==> src/rtl/present_encrypt_ctrl_if.sv <==
// Requester handshake and encryptor-core bus of the PRESENT encryption controller.
// The slave modport is the controller; the master modport is the requester/core side.
interface present_encrypt_ctrl_if;
  localparam int unsigned KEY_W = 80;
  localparam int unsigned BLK_W = 64;

  logic [KEY_W-1:0] key_i;
  logic             key_valid_i;
  logic             key_ready_o;
  logic [BLK_W-1:0] pt_i;
  logic             pt_valid_i;
  logic             pt_ready_o;
  logic [BLK_W-1:0] ct_o;
  logic             ct_valid_o;
  logic             ct_ready_i;
  logic             busy_o;
  logic [KEY_W-1:0] core_data_o;
  logic             core_key_load_o;
  logic             core_data_load_o;
  logic [BLK_W-1:0] core_data_i;

  modport slave (
    input  key_i, key_valid_i, pt_i, pt_valid_i, ct_ready_i, core_data_i,
    output key_ready_o, pt_ready_o, ct_o, ct_valid_o, busy_o,
           core_data_o, core_key_load_o, core_data_load_o
  );

  modport master (
    output key_i, key_valid_i, pt_i, pt_valid_i, ct_ready_i, core_data_i,
    input  key_ready_o, pt_ready_o, ct_o, ct_valid_o, busy_o,
           core_data_o, core_key_load_o, core_data_load_o
  );
endinterface

==> src/rtl/present_encrypt_ctrl.sv <==
// Sequences one PRESENT-80 encryption per plaintext: reloads the key, loads the block,
// waits a fixed core latency, then holds the ciphertext until the requester takes it.
module present_encrypt_ctrl #(
  parameter int unsigned LATENCY = 33
) (
  input logic                  clk_i,
  input logic                  rst_ni,
  present_encrypt_ctrl_if.slave bus
);
  localparam int unsigned KEY_W = 80;
  localparam int unsigned BLK_W = 64;
  localparam int unsigned CNT_W = 6;
  localparam int unsigned PAD_W = KEY_W - BLK_W;
  localparam logic [CNT_W-1:0] LAT_CNT = CNT_W'(LATENCY);

  typedef enum logic [2:0] {
    IDLE     = 3'd0,
    LOAD_KEY = 3'd1,
    LOAD_PT  = 3'd2,
    RUN      = 3'd3,
    OUT      = 3'd4
  } state_t;

  state_t           state_q, state_d;
  logic [KEY_W-1:0] key_q, key_d;
  logic             key_vld_q, key_vld_d;
  logic [BLK_W-1:0] pt_q, pt_d;
  logic [CNT_W-1:0] cnt_q, cnt_d;
  logic [BLK_W-1:0] ct_q, ct_d;
  logic             ct_valid_q, ct_valid_d;
  logic             busy_q, busy_d;
  logic             key_ready_q, key_ready_d;
  logic [KEY_W-1:0] core_data_q, core_data_d;
  logic             key_load_q, key_load_d;
  logic             data_load_q, data_load_d;
  logic             key_hs, pt_hs;

  // A key offered alongside the plaintext makes the plaintext acceptable in the same cycle.
  assign bus.pt_ready_o       = key_ready_q & (key_vld_q | bus.key_valid_i);
  assign bus.key_ready_o      = key_ready_q;
  assign bus.ct_o             = ct_q;
  assign bus.ct_valid_o       = ct_valid_q;
  assign bus.busy_o           = busy_q;
  assign bus.core_data_o      = core_data_q;
  assign bus.core_key_load_o  = key_load_q;
  assign bus.core_data_load_o = data_load_q;

  assign key_hs = bus.key_valid_i & key_ready_q;
  assign pt_hs  = bus.pt_valid_i & bus.pt_ready_o;

  always_ff @(posedge clk_i or negedge rst_ni) begin
    if (!rst_ni) begin
      state_q     <= IDLE;
      key_q       <= '0;
      key_vld_q   <= 1'b0;
      pt_q        <= '0;
      cnt_q       <= '0;
      ct_q        <= '0;
      ct_valid_q  <= 1'b0;
      busy_q      <= 1'b0;
      key_ready_q <= 1'b1;
      core_data_q <= '0;
      key_load_q  <= 1'b0;
      data_load_q <= 1'b0;
    end else begin
      state_q     <= state_d;
      key_q       <= key_d;
      key_vld_q   <= key_vld_d;
      pt_q        <= pt_d;
      cnt_q       <= cnt_d;
      ct_q        <= ct_d;
      ct_valid_q  <= ct_valid_d;
      busy_q      <= busy_d;
      key_ready_q <= key_ready_d;
      core_data_q <= core_data_d;
      key_load_q  <= key_load_d;
      data_load_q <= data_load_d;
    end
  end

  always_comb begin
    state_d     = state_q;
    key_d       = key_q;
    key_vld_d   = key_vld_q;
    pt_d        = pt_q;
    cnt_d       = cnt_q;
    ct_d        = ct_q;
    core_data_d = '0;
    key_load_d  = 1'b0;
    data_load_d = 1'b0;

    case (state_q)
      IDLE: begin
        if (key_hs) begin
          key_d     = bus.key_i;
          key_vld_d = 1'b1;
        end
        if (pt_hs) begin
          pt_d    = bus.pt_i;
          state_d = LOAD_KEY;
        end
      end
      LOAD_KEY: state_d = LOAD_PT;
      LOAD_PT: begin
        cnt_d   = CNT_W'(1);
        state_d = RUN;
      end
      RUN: begin
        if (cnt_q == LAT_CNT) begin
          ct_d    = bus.core_data_i;
          cnt_d   = '0;
          state_d = OUT;
        end else begin
          cnt_d = cnt_q + CNT_W'(1);
        end
      end
      OUT: begin
        if (bus.ct_ready_i) state_d = IDLE;
      end
      default: state_d = IDLE;
    endcase

    // Outputs are registered, so they are decoded from the state being entered.
    case (state_d)
      LOAD_KEY: begin
        core_data_d = key_d;
        key_load_d  = 1'b1;
      end
      LOAD_PT: begin
        core_data_d = {PAD_W'(0), pt_d};
        data_load_d = 1'b1;
      end
      default: ;
    endcase
    busy_d      = (state_d != IDLE);
    ct_valid_d  = (state_d == OUT);
    key_ready_d = (state_d == IDLE);
  end
endmodule

==> src/flat_wrapper.sv <==
// flat-port wrapper written by rule: the top's interface ports become plain ports
module present_encrypt_ctrl_flat 
#(
  parameter int unsigned LATENCY = 33
)
  (clk_i, rst_ni, bus_key_i, bus_key_valid_i, bus_pt_i, bus_pt_valid_i, bus_ct_ready_i, bus_core_data_i, bus_key_ready_o, bus_pt_ready_o, bus_ct_o, bus_ct_valid_o, bus_busy_o, bus_core_data_o, bus_core_key_load_o, bus_core_data_load_o);
  present_encrypt_ctrl_if bus_i ();
  input logic clk_i;
  input logic rst_ni;
  input wire logic [$bits(bus_i.key_i)-1:0] bus_key_i;
  input wire logic [$bits(bus_i.key_valid_i)-1:0] bus_key_valid_i;
  input wire logic [$bits(bus_i.pt_i)-1:0] bus_pt_i;
  input wire logic [$bits(bus_i.pt_valid_i)-1:0] bus_pt_valid_i;
  input wire logic [$bits(bus_i.ct_ready_i)-1:0] bus_ct_ready_i;
  input wire logic [$bits(bus_i.core_data_i)-1:0] bus_core_data_i;
  output wire logic [$bits(bus_i.key_ready_o)-1:0] bus_key_ready_o;
  output wire logic [$bits(bus_i.pt_ready_o)-1:0] bus_pt_ready_o;
  output wire logic [$bits(bus_i.ct_o)-1:0] bus_ct_o;
  output wire logic [$bits(bus_i.ct_valid_o)-1:0] bus_ct_valid_o;
  output wire logic [$bits(bus_i.busy_o)-1:0] bus_busy_o;
  output wire logic [$bits(bus_i.core_data_o)-1:0] bus_core_data_o;
  output wire logic [$bits(bus_i.core_key_load_o)-1:0] bus_core_key_load_o;
  output wire logic [$bits(bus_i.core_data_load_o)-1:0] bus_core_data_load_o;
  assign bus_i.key_i = bus_key_i;
  assign bus_i.key_valid_i = bus_key_valid_i;
  assign bus_i.pt_i = bus_pt_i;
  assign bus_i.pt_valid_i = bus_pt_valid_i;
  assign bus_i.ct_ready_i = bus_ct_ready_i;
  assign bus_i.core_data_i = bus_core_data_i;
  assign bus_key_ready_o = bus_i.key_ready_o;
  assign bus_pt_ready_o = bus_i.pt_ready_o;
  assign bus_ct_o = bus_i.ct_o;
  assign bus_ct_valid_o = bus_i.ct_valid_o;
  assign bus_busy_o = bus_i.busy_o;
  assign bus_core_data_o = bus_i.core_data_o;
  assign bus_core_key_load_o = bus_i.core_key_load_o;
  assign bus_core_data_load_o = bus_i.core_data_load_o;
  present_encrypt_ctrl #(.LATENCY(LATENCY)) u_core (.clk_i(clk_i), .rst_ni(rst_ni), .bus(bus_i));
endmodule
==> config.mk <==
export PLATFORM = sky130hd
export DESIGN_NAME = present_encrypt_ctrl_flat
export DESIGN_NICKNAME = d
export VERILOG_FILES = /design/src/rtl/present_encrypt_ctrl_if.sv /design/src/rtl/present_encrypt_ctrl.sv /design/src/flat_wrapper.sv
export SDC_FILE = /design/constraint.sdc
export NUM_CORES = 1
export LEC_CHECK = 0
export CORE_ASPECT_RATIO = 0.5
export CORE_UTILIZATION = 30
export CTS_CLUSTER_SIZE = 30
export DETAILED_ROUTE_END_ITERATION = 7
export PLACE_DENSITY_LB_ADDON = 0.3
export SLEW_MARGIN = 20
export SYNTH_ARGS = -nofsm -noshare
export SYNTH_HDL_FRONTEND = slang
export SYNTH_SLANG_ARGS = --single-unit
==> constraint.sdc <==
create_clock -name clk_i -period 1.7 [get_ports clk_i]
set_input_delay 0.255 -clock clk_i [delete_from_list [all_inputs] [get_ports clk_i]]
set_output_delay 0.255 -clock clk_i [all_outputs]
set_load 0.01 [all_outputs]
== Word-level counts from Yosys, hierarchy flattened ==
Cells that the tools add are included.
Storage, ports and cells
  output and inout bits: 150
  flip-flop bits (word level): 303
  input port bits: 213
  word-level logic and storage cells: 44
Operators by class
  $add $sub $neg: 1
  equality and inequality tests: 8
  reductions and logical operators: 6
  bitwise gates (word level): 4
  mux-type cells: 13
Operators by type and width (number)
  $mux 80: 2
  $pmux 80 s2: 1
  $mux 64: 2
  $pmux 3 s5: 1
  $pmux 6 s2: 1
  $eq 3x2->1 const B: 3
  $mux 3: 3
  $add 6x1->6 const B: 1
  $eq 3x1->1 const B: 2
  $eq 3x3->1 const B: 2
  $eq 6x6->1 const B: 1
  $logic_not 3->1: 2
  $mux 6: 1
  $reduce_and 2->1: 2
  $and 1x1->1: 3
  $reduce_bool 3->1: 1
  $mux 1: 2
  $reduce_bool 2->1: 1
  $or 1x1->1: 1

== Longest topological paths before layout ==
  word-level depth: 7
  depth in mapped cells: 7
  gate-level depth less buffers: 5

== Least setup slack after synthesis ==
No wires, ideal clock.
  path kind: reg-to-reg
  start point: register u_core.cnt_q[1]
  end point: register u_core.ct_q[25], in the netlist u_core.bus.ct_o[25]
  required time: 1.573 ns
  library setup time: 0.127 ns
  data arrival time: 1.633 ns
  period minus slack after synthesis: 1.760 ns
  buffers on the path: 2
  setup slack: -0.060 ns
  stages on the path, launching flop included: 8
  cells stage by stage: dfrtp_1 inv_1 ha_1 nand4bb_4 nor3_2 buf_4 buf_6 mux2_1
On the way
  cells in the longest elaborated chain, start to end: 2
Ends and longest elaborated chain
  start: declaration: RTL line present_encrypt_ctrl.sv:28  | logic [CNT_W-1:0] cnt_q, cnt_d;
  start signal: assignment: RTL line present_encrypt_ctrl.sv:70  | cnt_q <= cnt_d;
  $eq 6x6->1: RTL line present_encrypt_ctrl.sv:109  | if (cnt_q == LAT_CNT) begin
  $reduce_and 2->1 (no line)
  end signal: assignment: RTL line present_encrypt_ctrl.sv:71  | ct_q <= ct_d;
  end: declaration: RTL line present_encrypt_ctrl.sv:29  | logic [BLK_W-1:0] ct_q, ct_d;
Every way passes these cells.
A chain may end at the register's enable or synchronous reset.

== Worst setup path after layout ==
  start point: register u_core.state_q[2]
  end point: register u_core.ct_q[29], in the netlist u_core.bus.ct_o[29]
On the way
  cells in the longest elaborated chain, start to end: 2
Ends and longest elaborated chain
  start: declaration: RTL line present_encrypt_ctrl.sv:24  | state_t state_q, state_d;
  start signal: assignment: RTL line present_encrypt_ctrl.sv:66  | state_q <= state_d;
  $eq 3x2->1: RTL line present_encrypt_ctrl.sv:92  | case (state_q)
  $reduce_and 2->1 (no line)
Every way passes these cells.

==> impl_metrics.csv <==
group,metric,value,unit
global_routing,grt_usage,17.4,%
placement,io_buffers,362,
pwr,power.share.switching,24.1,%
floorplan,die-width,297,µm
detailed_routing,avgRoutedWirePerCell,20.5,µm
global_routing,grt_overflow,0,
worst_setup_path,end_kind,"register",
sta,fin_hold_ws,0.214,ns
worst_setup_path,worstPathArrival,2.25,ns
pwr,p_per_area,914,nW/µm²
clock_tree,cts_made_buffers,30,
synth,synth_edf_count,0,
detailed_routing,wl_met2,22500,µm
global_routing,grt_pass1_vias,10700,
detailed_routing,first_iter_violations,593,
sta,drv_slew,0,
final_layout,syn_to_final_growth,52.2,%
sta,setup_slack,-0.100,ns
global_routing,antenna_found_initial,3,
sta,fmax,0.555,GHz
floorplan,die-area,44300,µm²
synth,synth-seq-area-share,58.2,%
worst_setup_path,r2r_setup_slack,-0.10,ns
floorplan,core,42400,µm²
detailed_routing,routed_via_density,5.00,
worst_setup_path,critPathMaxStageDelay,0.47,ns
detailed_routing,wl_met3,1410,µm
worst_setup_path,critPathMaxFanout,5,
synth,syn_inst,1041,
clock_tree,cts.htree.levels,1,
sta,fin_crit_sh,106,%
synth,yosys.area.top_type,"dfrtp_1",
synth,yosysUniqueCellTypes,43,
worst_setup_path,path_buf_inv,3,
synth,ys_ff_latch,303,
synth,yosys_warnings,0,
final_layout,final_layout_size_suffix_gt1_share,25.8,%
status,violations,"negative setup slack",
detailed_routing,drc_errors,0,
pwr,internal_power,13.8,mW
synth,synth_top_area_share,58.0,%
synth,ys_top_cells_by_area,"dfrtp_1 (58%), mux2_2 (13%), o2111ai_1 (4.3%)",
floorplan,num_rows,53,
status,status,"finished with violations",
placement,dp_worst_setup_slack,-0.240,ns
synth,syn_avg_cell_area,12.5,µm²
final_layout,nFillCells,3759,
detailed_routing,dr.pass1.iters,4,
sta,fin_tns_setup,-7.00,ns
sta,setup_viol,153,
pwr,power_frac_clock,38.2,%
sta,skew,0.0154,ns
worst_setup_path,path_class,"reg2reg",
worst_setup_path,required,2.15,ns
placement,place_congestion,0.771,
detailed_routing,ant_nets,0,
pwr,p_comb_share,14.1,%
worst_setup_path,critPathLaunchType,"register",
final_layout,fin_nets,1658,
worst_setup_path,cp_top_family,"flip-flops",
pwr,pwr-share-seq,47.7,%
worst_setup_path,critPathSlowestCell,"dfrtp_4",
worst_setup_path,path_depth,6,
clock_tree,cts_tree,"yes",
sta,finalHoldViolations,0,
clock_tree,cts_root_buffer,"clkbuf_16",
synth,syn_nets,1256,
pwr,p_leak,8.81,nW
sta,rsz0062_at_grt,"true",
sta,min_period,1.80,ns
pwr,power_switching,4.36,mW
synth,synthFlopType,"dfrtp_1",
pwr,peakVddDrop,0.555,mV
worst_setup_path,crit_path_cell_trace,"nand3b_1 -> nor3_4 -> buf_12 -> buf_8 -> clkbuf_16 -> mux2_4",
detailed_routing,met1_length,17200,µm
floorplan,start_util,30.8,%
worst_setup_path,rr_startpoint,"u_core.state_q[2]$_DFF_PN0_",
synth,async_reset_ff_share,100,%
sta,max_slew.worst_pin.slew,0.495,ns
detailed_routing,vias,10200,
job,maxCapViolCount,0,
synth,netlist_area,13000,µm²
floorplan,ios,363,
detailed_routing,wirelength,42000,µm
floorplan,die_y,149,µm
clock_tree,clkLatencyLatePin,0.58,ns
global_routing,grt_pass1_wl,61400,µm
detailed_routing,maxUsedRoutingLayer,"met4",
worst_setup_path,r2r_end,"u_core.bus.ct_o[29]$_DFFE_PN0P_",
sta,max_slew_margin,67.0,%
worst_setup_path,r2r_cells,6,
placement,dp_hpwl,26700,µm
clock_tree,clockBufferDepth,3,
global_routing,grt_max_degree,68,
clock_tree,clock-sinks,303,
worst_hold_path,hold_class,"in2async",
clock_tree,clk_pin_slew,0.07,ns
==> area by class of cell <==
cell class	count	area, µm²	area share (%)
Inverter	3	11.3	0.0568
Clock buffer	42	856	4.31
Antenna cell	3	7.51	0.0378
Multi-Input combinational cell	633	5360	27.0
Timing Repair Buffer	472	5140	25.9
Clock inverter	13	161	0.814
Sequential cell	303	7590	38.2
Tap cell	577	722	3.64
==> repair_timing <==
item	4_1_cts	5_1_grt
resized for setup	217	67
endpoints found under the hold margin	157	0
pin swaps	1	4
setup endpoints to repair	213	187
hold buffers	1	0
cloned	7	17
setup buffers	10	9
==> placed cells by master (no fill, tap or decap), drive strengths merged, types with 3 or more instances in the layout <==
cell type and instances:
o2111ai 64, clkbuf 57, nor3 3, dlygate4sd2 147
nor2b 65, a21oi 16, nand4b 4, nor2 3
clkdlybuf4s50 211, bufinv 3, nand2 89, clkinv 6
dfrtp 302, o21ai 19, mux2 194, o211ai 63
diode 3, buf 97, nand2b 3, nand3 19
nor3b 4, nand4 64, inv 3, clkinvlp 4
==> worst max-delay path by stage <==
stage / endpoint / startpoint / slack [ns]
after floorplan: u_core.bus.ct_o[35]$_DFFE_PN0P_ / u_core.cnt_q[1]$_DFFE_PN0P_ / -0.06
after global placement: u_core.key_q[5]$_DFF_PN0_ / bus_key_valid_i / -0.21
after detailed placement: u_core.bus.core_data_o[16]$_DFF_PN0_ / bus_key_valid_i / -0.24
after CTS: u_core.bus.ct_o[38]$_DFFE_PN0P_ / u_core.cnt_q[1]$_DFFE_PN0P_ / -0.11
after global routing: u_core.bus.ct_o[23]$_DFFE_PN0P_ / u_core.state_q[2]$_DFF_PN0_ / -0.18
final: u_core.bus.ct_o[29]$_DFFE_PN0P_ / u_core.state_q[2]$_DFF_PN0_ / -0.10
==> per-stage QoR <==
stage               util (%)  instance area, µm²  total power, mW  instances
floorplan                  -               13100             9.91       1041
global placement        41.9               17800             11.1       1945
detailed placement      41.9               17800             11.3       1945
CTS                     45.1               19100             18.3       2018
global route            46.8               19800             18.9       2046
finish                  46.8               19800             18.1       2046
==> registers in the layout, summed over array words and instances, names as in the netlist <==
| name | flops |
|---|---|
| u_core.cnt_q | 6 |
| u_core.bus.ct_o | 64 |
| u_core.key_vld_q | 1 |
| u_core.bus.core_data_load_o | 1 |
| u_core.bus.core_data_o | 80 |
| u_core.bus.ct_valid_o | 1 |
| u_core.key_q | 80 |
| u_core.state_q | 3 |
| u_core.bus.busy_o | 1 |
| u_core.bus.core_key_load_o | 1 |
| u_core.bus.key_ready_o | 1 |
| u_core.pt_q | 64 |
==> synth_stat cells, types with 2 or more instances <==
library cell,count
a21o_1,2
a21oi_1,16
a22o_1,2
and2_1,2
buf_1,10
buf_2,25
buf_4,9
buf_6,4
clkbuf_1,56
dfrtp_1,302
ha_1,2
inv_1,3
mux2_1,43
mux2_2,151
nand2_1,86
nand2b_1,3
nand3_1,19
nand4_1,64
nand4b_1,4
nor2_1,3
nor2b_1,65
nor3_2,2
nor3b_1,4
o2111ai_1,64
o211ai_1,63
o21ai_0,19
o32ai_1,2
==> power by group through the flow <==
stage	sequential [mW]	clock [mW]	combinational, mW
2_1_floorplan	8.66	0	1.24
3_3_place_gp	8.71	0	2.38
3_5_place_dp	8.75	0	2.50
4_1_cts	8.63	7.12	2.54
5_1_grt	8.74	7.42	2.77
6_report	8.65	6.93	2.55
==> layer usage <==
metal	GRT usage, %	vias up
li1	-	4653
met1	21.2	5312
met2	32.3	203
met3	2.53	54
met4	4.09	0
met5	0	-
==> cell families (layout without fill, tap and decap cells) <==
kind of cell / count (synthesis) / in the layout / share of synthesized area [%]
buffers and inverters: 107 / 530 / 3.81
flip-flops: 303 / 303 / 58.2
multiplexers: 194 / 194 / 16.8
AND/OR/NAND/NOR: 258 / 260 / 10.8
AO/OA/AOI/OAI: 177 / 177 / 10.2
other: 0 / 3 / 0
adder cells (fa/ha/maj): 2 / 2 / 0.192
(Power assumes the default switching activity.)
